==> src/rtl/reaction_pkg.sv <==
// Shared constants for the reaction-timer trial controller: widths, state codes,
// LFSR taps and default timing.
package reaction_pkg;

    localparam int CNT_W = 14;

    localparam logic [2:0] ST_IDLE  = 3'd0;
    localparam logic [2:0] ST_WAIT  = 3'd1;
    localparam logic [2:0] ST_ARM   = 3'd2;
    localparam logic [2:0] ST_GO    = 3'd3;
    localparam logic [2:0] ST_SHOW  = 3'd4;
    localparam logic [2:0] ST_EARLY = 3'd5;
    localparam logic [2:0] ST_TOUT  = 3'd6;

    // Fibonacci taps 16,14,13,11 expressed as bit positions 15,13,12,10
    localparam logic [15:0] LFSR_TAPS = 16'hB400;

    localparam int          DEF_MIN_DELAY = 1000;
    localparam int          DEF_RAND_BITS = 11;
    localparam int          DEF_MAX_REACT = 9999;
    localparam logic [15:0] DEF_LFSR_SEED = 16'hACE1;

    // Foreperiod = min_d + low rand_bits of the LFSR
    function automatic logic [CNT_W-1:0] trial_delay(input int min_d, input int rand_bits,
                                                     input logic [15:0] q);
        logic [15:0] mask;
        mask = (16'd1 << rand_bits) - 16'd1;
        return CNT_W'(min_d) + CNT_W'(q & mask);
    endfunction

endpackage

==> src/rtl/lfsr16.sv <==
// Free-running 16-bit Fibonacci LFSR used to randomise the trial foreperiod.
module lfsr16
    import reaction_pkg::*;
#(
    parameter logic [15:0] SEED = DEF_LFSR_SEED
) (
    input  logic        clk,
    input  logic        areset_n,
    output logic [15:0] q
);

    logic fb;

    assign fb = ^(q & LFSR_TAPS);

    always_ff @(posedge clk or negedge areset_n) begin
        if (!areset_n) begin
            q <= SEED;
        end else begin
            q <= {q[14:0], fb};
        end
    end

endmodule

==> src/rtl/reaction_ctrl.sv <==
// Reaction-timer trial sequencer: random foreperiod, GO LED, reaction capture.
//   state | meaning
//   IDLE  | after reset, waiting for first start press
//   WAIT  | foreperiod running on the counter
//   ARM   | one cycle with the counter cleared before timing the reaction
//   GO    | LED lit, counting reaction time
//   SHOW  | valid reaction time held
//   EARLY | react pressed during the foreperiod
//   TOUT  | no reaction within MAX_REACT
module reaction_ctrl
    import reaction_pkg::*;
#(
    parameter int          MIN_DELAY = DEF_MIN_DELAY,
    parameter int          RAND_BITS = DEF_RAND_BITS,
    parameter int          MAX_REACT = DEF_MAX_REACT,
    parameter logic [15:0] LFSR_SEED = DEF_LFSR_SEED
) (
    input  logic             clk,
    input  logic             areset_n,
    input  logic             start_btn,
    input  logic             react_btn,
    input  logic             cnt_done,
    input  logic [CNT_W-1:0] cnt_value,
    output logic             cnt_enable,
    output logic [CNT_W-1:0] cnt_limit,
    output logic             led_go,
    output logic [CNT_W-1:0] result,
    output logic             result_valid,
    output logic             too_early,
    output logic             timeout
);

    logic [2:0]       state;
    logic             start_q;
    logic             react_q;
    logic             start_rise;
    logic             react_rise;
    logic [15:0]      lfsr_q;
    logic [CNT_W-1:0] delay;

    lfsr16 #(.SEED(LFSR_SEED)) u_lfsr (
        .clk      (clk),
        .areset_n (areset_n),
        .q        (lfsr_q)
    );

    assign start_rise = start_btn & ~start_q;
    assign react_rise = react_btn & ~react_q;
    assign delay      = trial_delay(MIN_DELAY, RAND_BITS, lfsr_q);

    always_ff @(posedge clk or negedge areset_n) begin
        if (!areset_n) begin
            state        <= ST_IDLE;
            start_q      <= 1'b0;
            react_q      <= 1'b0;
            cnt_enable   <= 1'b0;
            cnt_limit    <= '0;
            led_go       <= 1'b0;
            result       <= '0;
            result_valid <= 1'b0;
            too_early    <= 1'b0;
            timeout      <= 1'b0;
        end else begin
            start_q <= start_btn;
            react_q <= react_btn;
            case (state)
                // Terminal states share the IDLE exit: a start edge launches a fresh trial
                ST_IDLE, ST_SHOW, ST_EARLY, ST_TOUT: begin
                    if (start_rise) begin
                        state        <= ST_WAIT;
                        cnt_enable   <= 1'b1;
                        cnt_limit    <= delay;
                        result       <= '0;
                        result_valid <= 1'b0;
                        too_early    <= 1'b0;
                        timeout      <= 1'b0;
                    end
                end
                ST_WAIT: begin
                    if (react_rise) begin
                        state      <= ST_EARLY;
                        cnt_enable <= 1'b0;
                        too_early  <= 1'b1;
                        result     <= '0;
                    end else if (cnt_done) begin
                        state      <= ST_ARM;
                        cnt_enable <= 1'b0;
                        cnt_limit  <= CNT_W'(MAX_REACT);
                    end
                end
                ST_ARM: begin
                    state      <= ST_GO;
                    cnt_enable <= 1'b1;
                    led_go     <= 1'b1;
                end
                ST_GO: begin
                    if (react_rise) begin
                        state        <= ST_SHOW;
                        result       <= cnt_value;
                        result_valid <= 1'b1;
                        led_go       <= 1'b0;
                        cnt_enable   <= 1'b0;
                    end else if (cnt_done) begin
                        state      <= ST_TOUT;
                        result     <= CNT_W'(MAX_REACT);
                        timeout    <= 1'b1;
                        led_go     <= 1'b0;
                        cnt_enable <= 1'b0;
                    end
                end
                default: begin
                    state      <= ST_IDLE;
                    cnt_enable <= 1'b0;
                    led_go     <= 1'b0;
                end
            endcase
        end
    end

endmodule

==> config.mk <==
export PLATFORM = sky130hd
export DESIGN_NAME = reaction_ctrl
export DESIGN_NICKNAME = d
export VERILOG_FILES = /design/src/rtl/reaction_pkg.sv /design/src/rtl/lfsr16.sv /design/src/rtl/reaction_ctrl.sv
export SDC_FILE = /design/constraint.sdc
export NUM_CORES = 1
export LEC_CHECK = 0
export ABC_CLOCK_PERIOD_IN_PS = 4540
export BUFFER_PORTS_ARGS = -buffer_cell sky130_fd_sc_hd__buf_2
export CAP_MARGIN = 25
export CORE_AREA = 2 2 91 93
export DETAILED_ROUTE_END_ITERATION = 10
export DIE_AREA = 0 0 93 95
export PLACE_DENSITY = 0.43
export REMOVE_ABC_BUFFERS = 1
export SETUP_SLACK_MARGIN = 0.3
export SLEW_MARGIN = 40
export SYNTH_ARGS = -nofsm -noshare
export SYNTH_HDL_FRONTEND = slang
export SYNTH_HIERARCHICAL = 1
export SYNTH_SLANG_ARGS = --single-unit
export TNS_END_PERCENT = 20
==> constraint.sdc <==
create_clock -name clk -period 4.54 [get_ports clk]
set_input_delay 0.454 -clock clk [delete_from_list [all_inputs] [get_ports clk]]
set_output_delay 0.454 -clock clk [all_outputs]
set_load 0.03 [all_outputs]
==> results of run 1 <==
[flip-flops by register name, summed over array words and instances, names as in the netlist, 3 cells and up]
register,flops
cnt_limit,13
state,3
result,14
u_lfsr/q,16
[final timing paths]
| check | from | endpoint | depth (start not counted) |
|---|---|---|---|
| setup / recovery | state[0] | result[8] | 4 |
| min in group clk | start_btn | start_q | 1 |
| hold reg to reg | u_lfsr/q[14] | u_lfsr/q[15] | 0 |
| hold / removal | areset_n | result[9] | 2 |
| setup reg to reg | state[0] | result[8] | 4 |
| max in group asynchronous | areset_n | cnt_limit[7] | 2 |
[per-stage QoR]
step | area, sq um | std cells
global route | 2590 | 326
finish | 2590 | 326
detailed placement | 2490 | 318
CTS | 2590 | 326
floorplan | 2100 | 162
global placement | 2490 | 318
[cells in the final DEF, fill, tap and decap left out, types with 2 or more instances in the layout]
cell type  Yosys  final
dfstp_2        8      8
nor2_1         9      9
o21ai_1        2      2
mux2i_1        8      8
nor3b_1        2      2
o22a_1         3      3
nor3_1         2      2
o21ai_0       11     11
o21a_1         2      2
nand2b_1       2      2
clkbuf_8       0      7
a21oi_1        5      5
a22o_1        10     10
xnor2_1        5      5
inv_1         10     10
buf_2          1     50
nand2_1        6      6
dfrtp_1       45     45
a2bb2oi_1      4      4
xor2_1         4      4
o31ai_1        3      3
[final cells by class]
cell class / instances / share of cell area [%]
clock inverters: 1 / 0.193
well taps: 105 / 5.07
flip-flops and latches: 53 / 51.6
inverters: 10 / 1.45
repair buffers: 51 / 9.95
multi-input cells: 99 / 28.0
clock buffers: 7 / 3.72
[logic make-up after synthesis]
| logic type | count (synthesis) |
|---|---|
| AOI/OAI and AO/OA | 50 |
| xor gates and xnor gates | 9 |
| adders and majority gates | 1 |
| buffers and inverters | 17 |
| DFF | 53 |
| muxes | 8 |
| other | 1 |
| and+or+nand+nor | 30 |
[routing by layer]
metal / GRT usage, % / up-vias / share of wire, %
met5: 0 / - / 0
met4: 2.94 / 0 / 0.46
met3: 3.11 / 2 / 3.9
met2: 16.2 / 30 / 46
met1: 15.8 / 701 / 50
li1: - / 700 / -
[report_power, final]
| part | switching [W] | internal, W | leakage, nW |
|---|---|---|---|
| Sequential | 0.0000939 | 0.000582 | 0.647 |
| Clock | 0.000156 | 0.000138 | 0.0542 |
| Combinational | 0.000447 | 0.000254 | 0.520 |
==> results.sh, run 1 <==
export IMPL_synth_top_family_by_area="compound AO/OA/AOI/OAI gates"
export IMPL_timing_final_ws_setup_ns=2.70
export IMPL_final_antenna_net_count=0
export IMPL_synth_seq_cells=53
export IMPL_synth_lib_cells_used_distinct=45
export IMPL_required_ns=4.77
export IMPL_synthTopCellsByArea="dfrtp_1, dfstp_2, a22o_1, mux2i_1, o21ai_0"
export IMPL_p_per_area_nw_per_um2=645
export IMPL_cts_post_setup_buffers_inserted=0
export IMPL_placementRows=33
export IMPL_synthDominantAreaCellType="dfrtp_1"
export IMPL_rsz0062_at_grt="no"
export IMPL_total_power_w=0.00167
export IMPL_kind_of_cell_adding_the_most_delay_to_the_critical_path="compound AO/OA/AOI/OAI gates"
export IMPL_globalplace_congestion=0.812
export IMPL_crit_chain="a21boi_1, o21ba_4, a221oi_4, mux2i_1"
export IMPL_drive_above_1_share_pct=34.4
export IMPL_vdd_ir_drop_max_mv=0.177
export IMPL_worst_setup_hold_path_clk_slew_ns=0.10
export IMPL_cell_area_after_synthesis_sq_um=2140
export IMPL_placement_io_buffers=50
export IMPL_drt_vias_per_instance=4.40
export IMPL_critical_path_max_stage_delay_ns=0.57
export IMPL_postSynthAreaPerCell_sq_um=12.7
export IMPL_postRouteWirelength_mm=4.60
export IMPL_regArea_sq_um=1340
export IMPL_fin_crit_ns=1.84
export IMPL_final_max_slew_violation_count=0
export IMPL_htree_num_levels=2
export IMPL_synth_top_area_share_pct=52.5
export IMPL_synth_common_cells="dfrtp_1, o21ai_0, a22o_1, inv_1, nor2_1"
export IMPL_synth_xor_area_share_pct=3.68
export IMPL_synthMostInstantiatedCell="dfrtp_1"
export IMPL_worst_hold_slack_ns=0.259
export IMPL_setup_viol=0
export IMPL_route_detailed_drc=0
export IMPL_part_of_the_yosys_area_used_for_sequential_elements_pct=62.3
export IMPL_synth_area_mux_share_pct=3.74
export IMPL_synth_adder_area_share_pct=0.584
export IMPL_critical_path_cell_with_the_highest_stage_delay="dfrtp_1"
export IMPL_initial_core_utilization_pct=27.0
export IMPL_multi_input_logic_area_sq_um=726
export IMPL_critPathBufInv=0
export IMPL_endpoint_kind="flip-flop"
export IMPL_detailroute_via_count=1433
export IMPL_ff2ff_setup_slack_ns=2.70
export IMPL_antennaDiodeCount=0
export IMPL_worst_skew_pair_late_latency_ns=0.30
export IMPL_numCtsBuffers=5
export IMPL_fp_dieH_um=95
export IMPL_syn_inst=169
export IMPL_critical_path_max_fanout=10
export IMPL_finalNetCount=240
export IMPL_synth_compound_area_share_pct=18.2
export IMPL_critPathLaunchType="flip-flop"
export IMPL_maxCapViolations=0
export IMPL_tritoncts="yes"
export IMPL_groute_usage_overall_pct=11.0
export IMPL_ctsHoldBuffers=0
export IMPL_postLayoutCoreUtil_pct=32.7
export IMPL_drtIter0Drc=54
export IMPL_timing_final_hold_violations=0
export IMPL_tightestPinTransition_ns=0.676
export IMPL_cts_resized=0
export IMPL_pre_cts_ws_ns=2.66
export IMPL_die_width_um=93
export IMPL_detailed_place_hpwl_mm=3.12
export IMPL_layout_worst_path_cycle_share_pct=40.4
export IMPL_clock_sink_count=53
export IMPL_synth_enable_flop_cells=0
export IMPL_core_area_sq_um=7930
export IMPL_ys_dominant_reg_cell="dfrtp_1"
export IMPL_fillers=830
export IMPL_grt_pass1_vias=1420
export IMPL_final_setup_tns_ns=0
export IMPL_synth_simple_area_share_pct=7.53
export IMPL_grt_pass1_wl_mm=7.52
export IMPL_setup_worst_path_class="reg -> reg"
export IMPL_dr_pass1_iters=4
export IMPL_ioPinCount=52
export IMPL_clk_skew_ns=0.00432
export IMPL_design_die_area_sq_um=8840
export IMPL_synth_to_final_area_change_pct=20.8
export IMPL_average_wire_length_per_cell_after_detail_routing_um=14.1
export IMPL_synthesis_yosys_warnings=6
export IMPL_timing_critical_path_arrival_ns=2.06
export IMPL_relSlewSlack_pct=54.9
export IMPL_pin_count_of_the_biggest_net_entering_global_routing=54
export IMPL_cellLeakagePower_nw=1.22
export IMPL_path_type_of_the_worst_min_delay_path="in -> async"
export IMPL_antenna_found_initial=0
export IMPL_synth_async_sr_flop_share_pct=100
export IMPL_outcome="finished, final reports clean"
export IMPL_grt_overflow=0
export IMPL_cts_root_buffer="clkbuf_8"
export IMPL_clock_fmax_mhz=545
export IMPL_clockBufferDepth=2
No activity file was read; power rests on OpenSTA's default activity.
==> inputs of run 2 (changes only) <==
--- a/config.mk
+++ b/config.mk
@@ -5,13 +5,14 @@
 export SDC_FILE = /design/constraint.sdc
 export NUM_CORES = 1
 export LEC_CHECK = 0
-export ABC_CLOCK_PERIOD_IN_PS = 4540
+export ABC_AREA = 1
+export ABC_CLOCK_PERIOD_IN_PS = 1650
 export BUFFER_PORTS_ARGS = -buffer_cell sky130_fd_sc_hd__buf_2
 export CAP_MARGIN = 25
-export CORE_AREA = 2 2 91 93
+export CORE_AREA = 2 2 94 96
 export DETAILED_ROUTE_END_ITERATION = 10
-export DIE_AREA = 0 0 93 95
-export PLACE_DENSITY = 0.43
+export DIE_AREA = 0 0 96 98
+export PLACE_DENSITY = 0.45
 export REMOVE_ABC_BUFFERS = 1
 export SETUP_SLACK_MARGIN = 0.3
 export SLEW_MARGIN = 40
==> constraint.sdc (replaced) <==
create_clock -name clk -period 1.65 [get_ports clk]
set_input_delay 0.165 -clock clk [delete_from_list [all_inputs] [get_ports clk]]
set_output_delay 0.165 -clock clk [all_outputs]
set_load 0.03 [all_outputs]
==> results.sh, run 2 <==
export IMPL_outcome="finished, final reports clean"
export IMPL_synth_compound_area_share_pct=6.28
export IMPL_reg_largest_list="u_lfsr/q x16, result x14, cnt_limit x13"
export IMPL_path_type_of_the_worst_min_delay_path="in -> reg"
export IMPL_worst_hold_slack_ns=0.0625
export IMPL_fillers=902
export IMPL_final_antenna_net_count=0
export IMPL_placed_cells=430
export IMPL_clock_fmax_mhz=715
export IMPL_final_setup_tns_ns=0
export IMPL_finish_cell_count_without_fillers=458
export IMPL_synthTopCellsByArea="dfrtp_1, nand2_1, dfstp_2, inv_1, o21ai_0"
export IMPL_synthDominantAreaCellType="dfrtp_1"
export IMPL_vdd_ir_drop_max_mv=0.702
export IMPL_synth_lib_cells_used_distinct=26
export IMPL_postRouteWirelength_mm=5.68
export IMPL_regArea_sq_um=1340
export IMPL_finalNetCount=369
export IMPL_tritoncts="yes"
export IMPL_total_power_w=0.00572
export IMPL_maxCapViolations=0
export IMPL_synth_top_family_by_area="simple AND/OR/NAND/NOR gates"
export IMPL_postSynthAreaPerCell_sq_um=8.59
export IMPL_pin_count_of_the_biggest_net_entering_global_routing=54
export IMPL_grt_overflow=0
export IMPL_detailed_place_hpwl_mm=3.70
export IMPL_average_wire_length_per_cell_after_detail_routing_um=12.4
export IMPL_cts_root_buffer="clkbuf_8"
export IMPL_clock_sink_count=53
export IMPL_required_ns=1.84
export IMPL_final_max_slew_violation_count=0
export IMPL_clockBufferDepth=2
export IMPL_multi_input_logic_area_sq_um=973
export IMPL_grt_pass1_vias=1967
export IMPL_htree_num_levels=2
export IMPL_p_per_area_nw_per_um2=1810
export IMPL_critical_path_max_fanout=11
export IMPL_synth_top_area_share_pct=48.7
export IMPL_antenna_found_initial=0
export IMPL_postLayoutCoreUtil_pct=37.4
export IMPL_layout_worst_path_cycle_share_pct=84.8
export IMPL_synth_to_final_area_change_pct=37.0
export IMPL_dr_pass1_iters=4
export IMPL_drt_vias_per_instance=4.21
export IMPL_synth_enable_flop_cells=0
export IMPL_antennaDiodeCount=0
export IMPL_initial_core_utilization_pct=27.3
export IMPL_grt_pass1_wl_mm=9.37
export IMPL_ys_dominant_reg_cell="dfrtp_1"
export IMPL_worst_skew_pair_late_latency_ns=0.30
export IMPL_critPathLaunchType="primary input"
export IMPL_synth_async_sr_flop_share_pct=100
export IMPL_synthesis_yosys_warnings=6
export IMPL_globalplace_congestion=0.852
export IMPL_design_die_area_sq_um=9410
export IMPL_fp_dieH_um=98
export IMPL_synth_simple_area_share_pct=27.6
export IMPL_fin_crit_ns=1.40
export IMPL_synth_area_mux_share_pct=0
export IMPL_cell_area_after_synthesis_sq_um=2310
export IMPL_setup_viol=0
export IMPL_part_of_the_yosys_area_used_for_sequential_elements_pct=57.8
export IMPL_core_area_sq_um=8470
export IMPL_drive_above_1_share_pct=37.1
export IMPL_die_width_um=96
export IMPL_endpoint_kind="flip-flop"
export IMPL_drtIter0Drc=49
export IMPL_synth_xor_area_share_pct=1.52
export IMPL_largest_register_ff_count=16
export IMPL_route_detailed_drc=0
export IMPL_clk_skew_ns=0.00770
export IMPL_ioPinCount=52
export IMPL_groute_usage_overall_pct=12.5
export IMPL_synth_common_cells="nand2_1, dfrtp_1, inv_1"
export IMPL_largest_register="u_lfsr/q"
export IMPL_syn_inst=269
export IMPL_numCtsBuffers=5
export IMPL_timing_final_hold_violations=0
export IMPL_placementRows=34
export IMPL_placement_io_buffers=50
export IMPL_final_common_cell="nand2_1"
export IMPL_rsz0062_at_grt="yes"
export IMPL_worst_setup_hold_path_clk_slew_ns=0.10
export IMPL_detailroute_via_count=1928
export IMPL_synth_seq_cells=53
export IMPL_timing_critical_path_arrival_ns=1.59
export IMPL_layout_common_cells="nand2_1, buf_2, dfrtp_1"
export IMPL_setup_worst_path_class="in -> reg"
export IMPL_synthMostInstantiatedCell="nand2_1"
export IMPL_cellLeakagePower_nw=1.76
export IMPL_synth_adder_area_share_pct=0.541
[run 2: cell types whose count changed after synthesis, moves of 3 or more]
cell,change
a22o_1,-10
o21ai_1,+9
o22a_1,-3
mux2i_1,-8
nand3_1,+12
inv_1,+18
a21oi_1,-5
xor2_1,-3
o21ai_0,+4
nand2_1,+99
nor2_1,+5
nand2_2,+3
a2bb2oi_1,-4
[run 2: critical path, stage by stage]
cell and delay, ns:
dlygate4sd3_1 0.53, buf_2 0.13, nand2_1 0.13, nand2_2 0.15, nand2_4 0.09, buf_12 0.15
o21ai_0 0.18, nand2_1 0.07
[run 2: report_power, final]
group	leakage, nW	internal (W)	switching (W)	total (W)
sequential	0.666	0.00161	0.000177	0.00179
combinational	1.03	0.00108	0.00193	0.00300
clock	0.0574	0.000494	0.000437	0.000931
total	1.76	0.00318	0.00254	0.00572
[run 2: layout make-up]
| type | instances | area share (%) |
|---|---|---|
| inverter | 29 | 3.56 |
| clock buffer | 6 | 2.61 |
| tap | 108 | 4.27 |
| multi-input combinational | 184 | 30.7 |
| sequential | 53 | 42.3 |
| timing repair buffer | 76 | 15.3 |
| clock inverter | 2 | 1.19 |
[run 2: timing repair]
item | CTS | global route
hold buffers | 3 | 0
gates cloned | 1 | 1
pin swaps | 6 | 15
resized for setup | 18 | 22
buffers inserted | 6 | 9
endpoints found under the hold margin | 47 | 0
endpoints found under the setup margin | 29 | 32
[run 2: path summary, 6_finish.rpt]
check                              start           end  slack [ns]  depth (start not counted)
setup / recovery               react_btn     result[9]        0.25                          8
setup reg to reg                state[2]  cnt_limit[4]        0.26                          9
max in group asynchronous       areset_n  u_lfsr/q[15]        0.96                          3
hold / removal             cnt_value[12]    result[12]        0.06                          3
hold reg to reg             u_lfsr/q[14]  u_lfsr/q[15]        0.37                          0
min in group asynchronous       areset_n       start_q        0.36                          3
[run 2: through the flow]
stage / instance area, sq um / setup WS [ns]
2_1_floorplan: 2280 / 0.292
3_3_place_gp: 2740 / 0.0592
3_5_place_dp: 2740 / 0.0321
4_1_cts: 3010 / 0.286
5_1_grt: 3170 / 0.180
6_report: 3170 / 0.251
[run 2: kinds of logic (layout without fill, tap and decap cells)]
kind of cell | count (synthesis) | in the layout
simple gates | 148 | 150
flops | 53 | 53
buf+inv | 34 | 113
compound gates | 28 | 28
xor+xnor | 4 | 4
fa+ha+maj | 1 | 1
other cells | 1 | 1
[run 2: layer usage]
metal,part of all wire (%),vias up,GRT usage (%)
li1,-,988,-
met1,48,900,17.5
met2,47,35,19.9
met3,3.7,5,2.24
met4,1.2,0,3.30
met5,0,-,0
==> inputs of run 3 (changes only) <==
--- a/config.mk
+++ b/config.mk
@@ -6,7 +6,7 @@
 export NUM_CORES = 1
 export LEC_CHECK = 0
 export ABC_AREA = 1
-export ABC_CLOCK_PERIOD_IN_PS = 1650
+export ABC_CLOCK_PERIOD_IN_PS = 1200
 export BUFFER_PORTS_ARGS = -buffer_cell sky130_fd_sc_hd__buf_2
 export CAP_MARGIN = 25
 export CORE_AREA = 2 2 94 96
==> constraint.sdc (replaced) <==
create_clock -name clk -period 1.2 [get_ports clk]
set_input_delay 0.12 -clock clk [delete_from_list [all_inputs] [get_ports clk]]
set_output_delay 0.12 -clock clk [all_outputs]
set_load 0.03 [all_outputs]
==> results.sh, run 3 (synthesis gave the netlist of run 2 again) <==
export IMPL_outcome="finished, violations left"
export IMPL_violations="setup timing"
export IMPL_maxCapViolations=0
export IMPL_final_antenna_net_count=0
export IMPL_die_width_um=96
export IMPL_largest_register_ff_count=16
export IMPL_fin_crit_ns=1.40
export IMPL_cellLeakagePower_nw=1.86
export IMPL_setup_viol=35
export IMPL_timing_hold_worst_path_depth=3
export IMPL_ff2ff_setup_slack_ns=-0.20
export IMPL_layout_common_cells="nand2_1, dfrtp_1, buf_6, buf_4, buf_2"
export IMPL_final_common_cell="nand2_1"
export IMPL_largest_register="u_lfsr/q"
export IMPL_timing_critical_path_from="state[2]"
export IMPL_critPathLaunchType="flip-flop"
export IMPL_tritoncts="yes"
export IMPL_timing_final_hold_violations=0
export IMPL_clockBufferDepth=2
export IMPL_groute_usage_overall_pct=12.2
export IMPL_reg2reg_to="cnt_limit[0]"
export IMPL_required_ns=1.42
export IMPL_drt_vias_per_instance=4.26
export IMPL_pin_count_of_the_biggest_net_entering_global_routing=54
export IMPL_worst_setup_hold_path_clk_slew_ns=0.10
export IMPL_setup_worst_path_class="reg -> reg"
export IMPL_clock_sink_count=53
export IMPL_dr_pass1_iters=4
export IMPL_critical_path_max_fanout=6
export IMPL_clock_fmax_mhz=713
export IMPL_worst_setup_path_endpoint="cnt_limit[0]"
export IMPL_grt_pass1_wl_mm=9.17
export IMPL_htree_num_levels=2
export IMPL_detailed_place_hpwl_mm=3.80
export IMPL_rsz0062_at_grt="yes"
export IMPL_grt_overflow=0
export IMPL_reg_largest_list="u_lfsr/q x16, result x14, cnt_limit x13"
export IMPL_route_detailed_drc=0
export IMPL_antenna_found_initial=0
export IMPL_p_per_area_nw_per_um2=2480
export IMPL_vdd_ir_drop_max_mv=1.01
export IMPL_average_wire_length_per_cell_after_detail_routing_um=11.9
export IMPL_finish_cell_count_without_fillers=469
export IMPL_postRouteWirelength_mm=5.58
export IMPL_antennaDiodeCount=0
export IMPL_placementRows=34
export IMPL_path_type_of_the_worst_min_delay_path="in -> reg"
export IMPL_post_route_cell_area_sq_um=3470
export IMPL_ioPinCount=52
export IMPL_clk_skew_ns=0.00914
export IMPL_core_area_sq_um=8470
export IMPL_design_die_area_sq_um=9410
export IMPL_numCtsBuffers=5
export IMPL_worst_skew_pair_late_latency_ns=0.31
export IMPL_cts_root_buffer="clkbuf_8"
export IMPL_grt_pass1_vias=1941
export IMPL_endpoint_kind="flip-flop"
export IMPL_layout_worst_path_cycle_share_pct=117
export IMPL_fp_dieH_um=98
export IMPL_r2r_depth=9
export IMPL_drtIter0Drc=82
export IMPL_final_setup_tns_ns=-4.88
export IMPL_placed_cells=450
export IMPL_detailroute_via_count=1997
export IMPL_globalplace_congestion=0.785
export IMPL_postLayoutCoreUtil_pct=40.9
export IMPL_timing_final_ws_setup_ns=-0.203
export IMPL_finalNetCount=380
export IMPL_final_max_slew_violation_count=0
export IMPL_r2r_start="state[2]"
export IMPL_timing_critical_path_arrival_ns=1.62
export IMPL_worst_hold_slack_ns=0.00925
export IMPL_drive_above_1_share_pct=44.6
export IMPL_initial_core_utilization_pct=27.3
export IMPL_synth_to_final_area_change_pct=50.0
export IMPL_placedInstanceArea_sq_um=2900
export IMPL_placement_io_buffers=50
==> run 3: how the worst min path moves through the flow <==
stage / to / slack [ns] / start
after CTS: result[7] / 0.007 / cnt_value[7]
final: result[7] / 0.009 / cnt_value[7]
after detailed placement: start_q / 0.15 / areset_n
after global routing: result[12] / 0.007 / cnt_value[12]
after global placement: start_q / 0.14 / areset_n
after floorplan: cnt_enable / -0.18 / areset_n
==> run 3: area by class of cell <==
cell class	count	area (sq um)
sequential	53	1340
clock buffer	5	68.8
tap	108	135
multi-input combinational	182	1010
fill	873	5000
inverter	29	111
timing repair buffer	89	758
clock inverter	3	46.3
==> run 3: worst max-delay path, stage by stage (launching register included) <==
cell       delay (ns)
dfrtp_2          0.46
inv_4            0.10
nand2_8          0.07
nor2_4           0.15
nand2_2          0.09
nand2_2          0.09
nand2_4          0.08
clkbuf_16        0.17
nand2_2          0.05
nand2_1          0.04
==> run 3: power by group <==
group | leakage, nW | internal, W | switching, W | total [W]
registers | 0.666 | 0.00222 | 0.000394 | 0.00261
clock network | 0.0543 | 0.000625 | 0.000624 | 0.00125
logic | 1.14 | 0.00208 | 0.00267 | 0.00475
total | 1.86 | 0.00492 | 0.00369 | 0.00861
==> run 3: metrics by stage <==
step	worst slack, ns	total power (W)
floorplan	-0.158	0.00462
CTS	-0.134	0.00817
global route	-0.271	0.00923
detailed placement	-0.214	0.00614
finish	-0.203	0.00861
global placement	-0.200	0.00612
==> run 3: timing repair <==
action                     4_1_cts  5_1_grt
setup endpoints to repair       68       68
gates resized for setup         79       36
hold buffers                     3        0
buffers inserted                 5        2
pin swaps                       14       10
hold endpoints to repair        47        0
gates cloned                     0        1
==> run 3: metal layers <==
layer / track usage, % / vias to the layer above / share of wire (%)
li1: - / 1015 / -
met1: 17.3 / 945 / 46
met2: 19.0 / 30 / 49
met3: 2.62 / 7 / 3.9
met4: 3.30 / 0 / 1.3
met5: 0 / - / 0
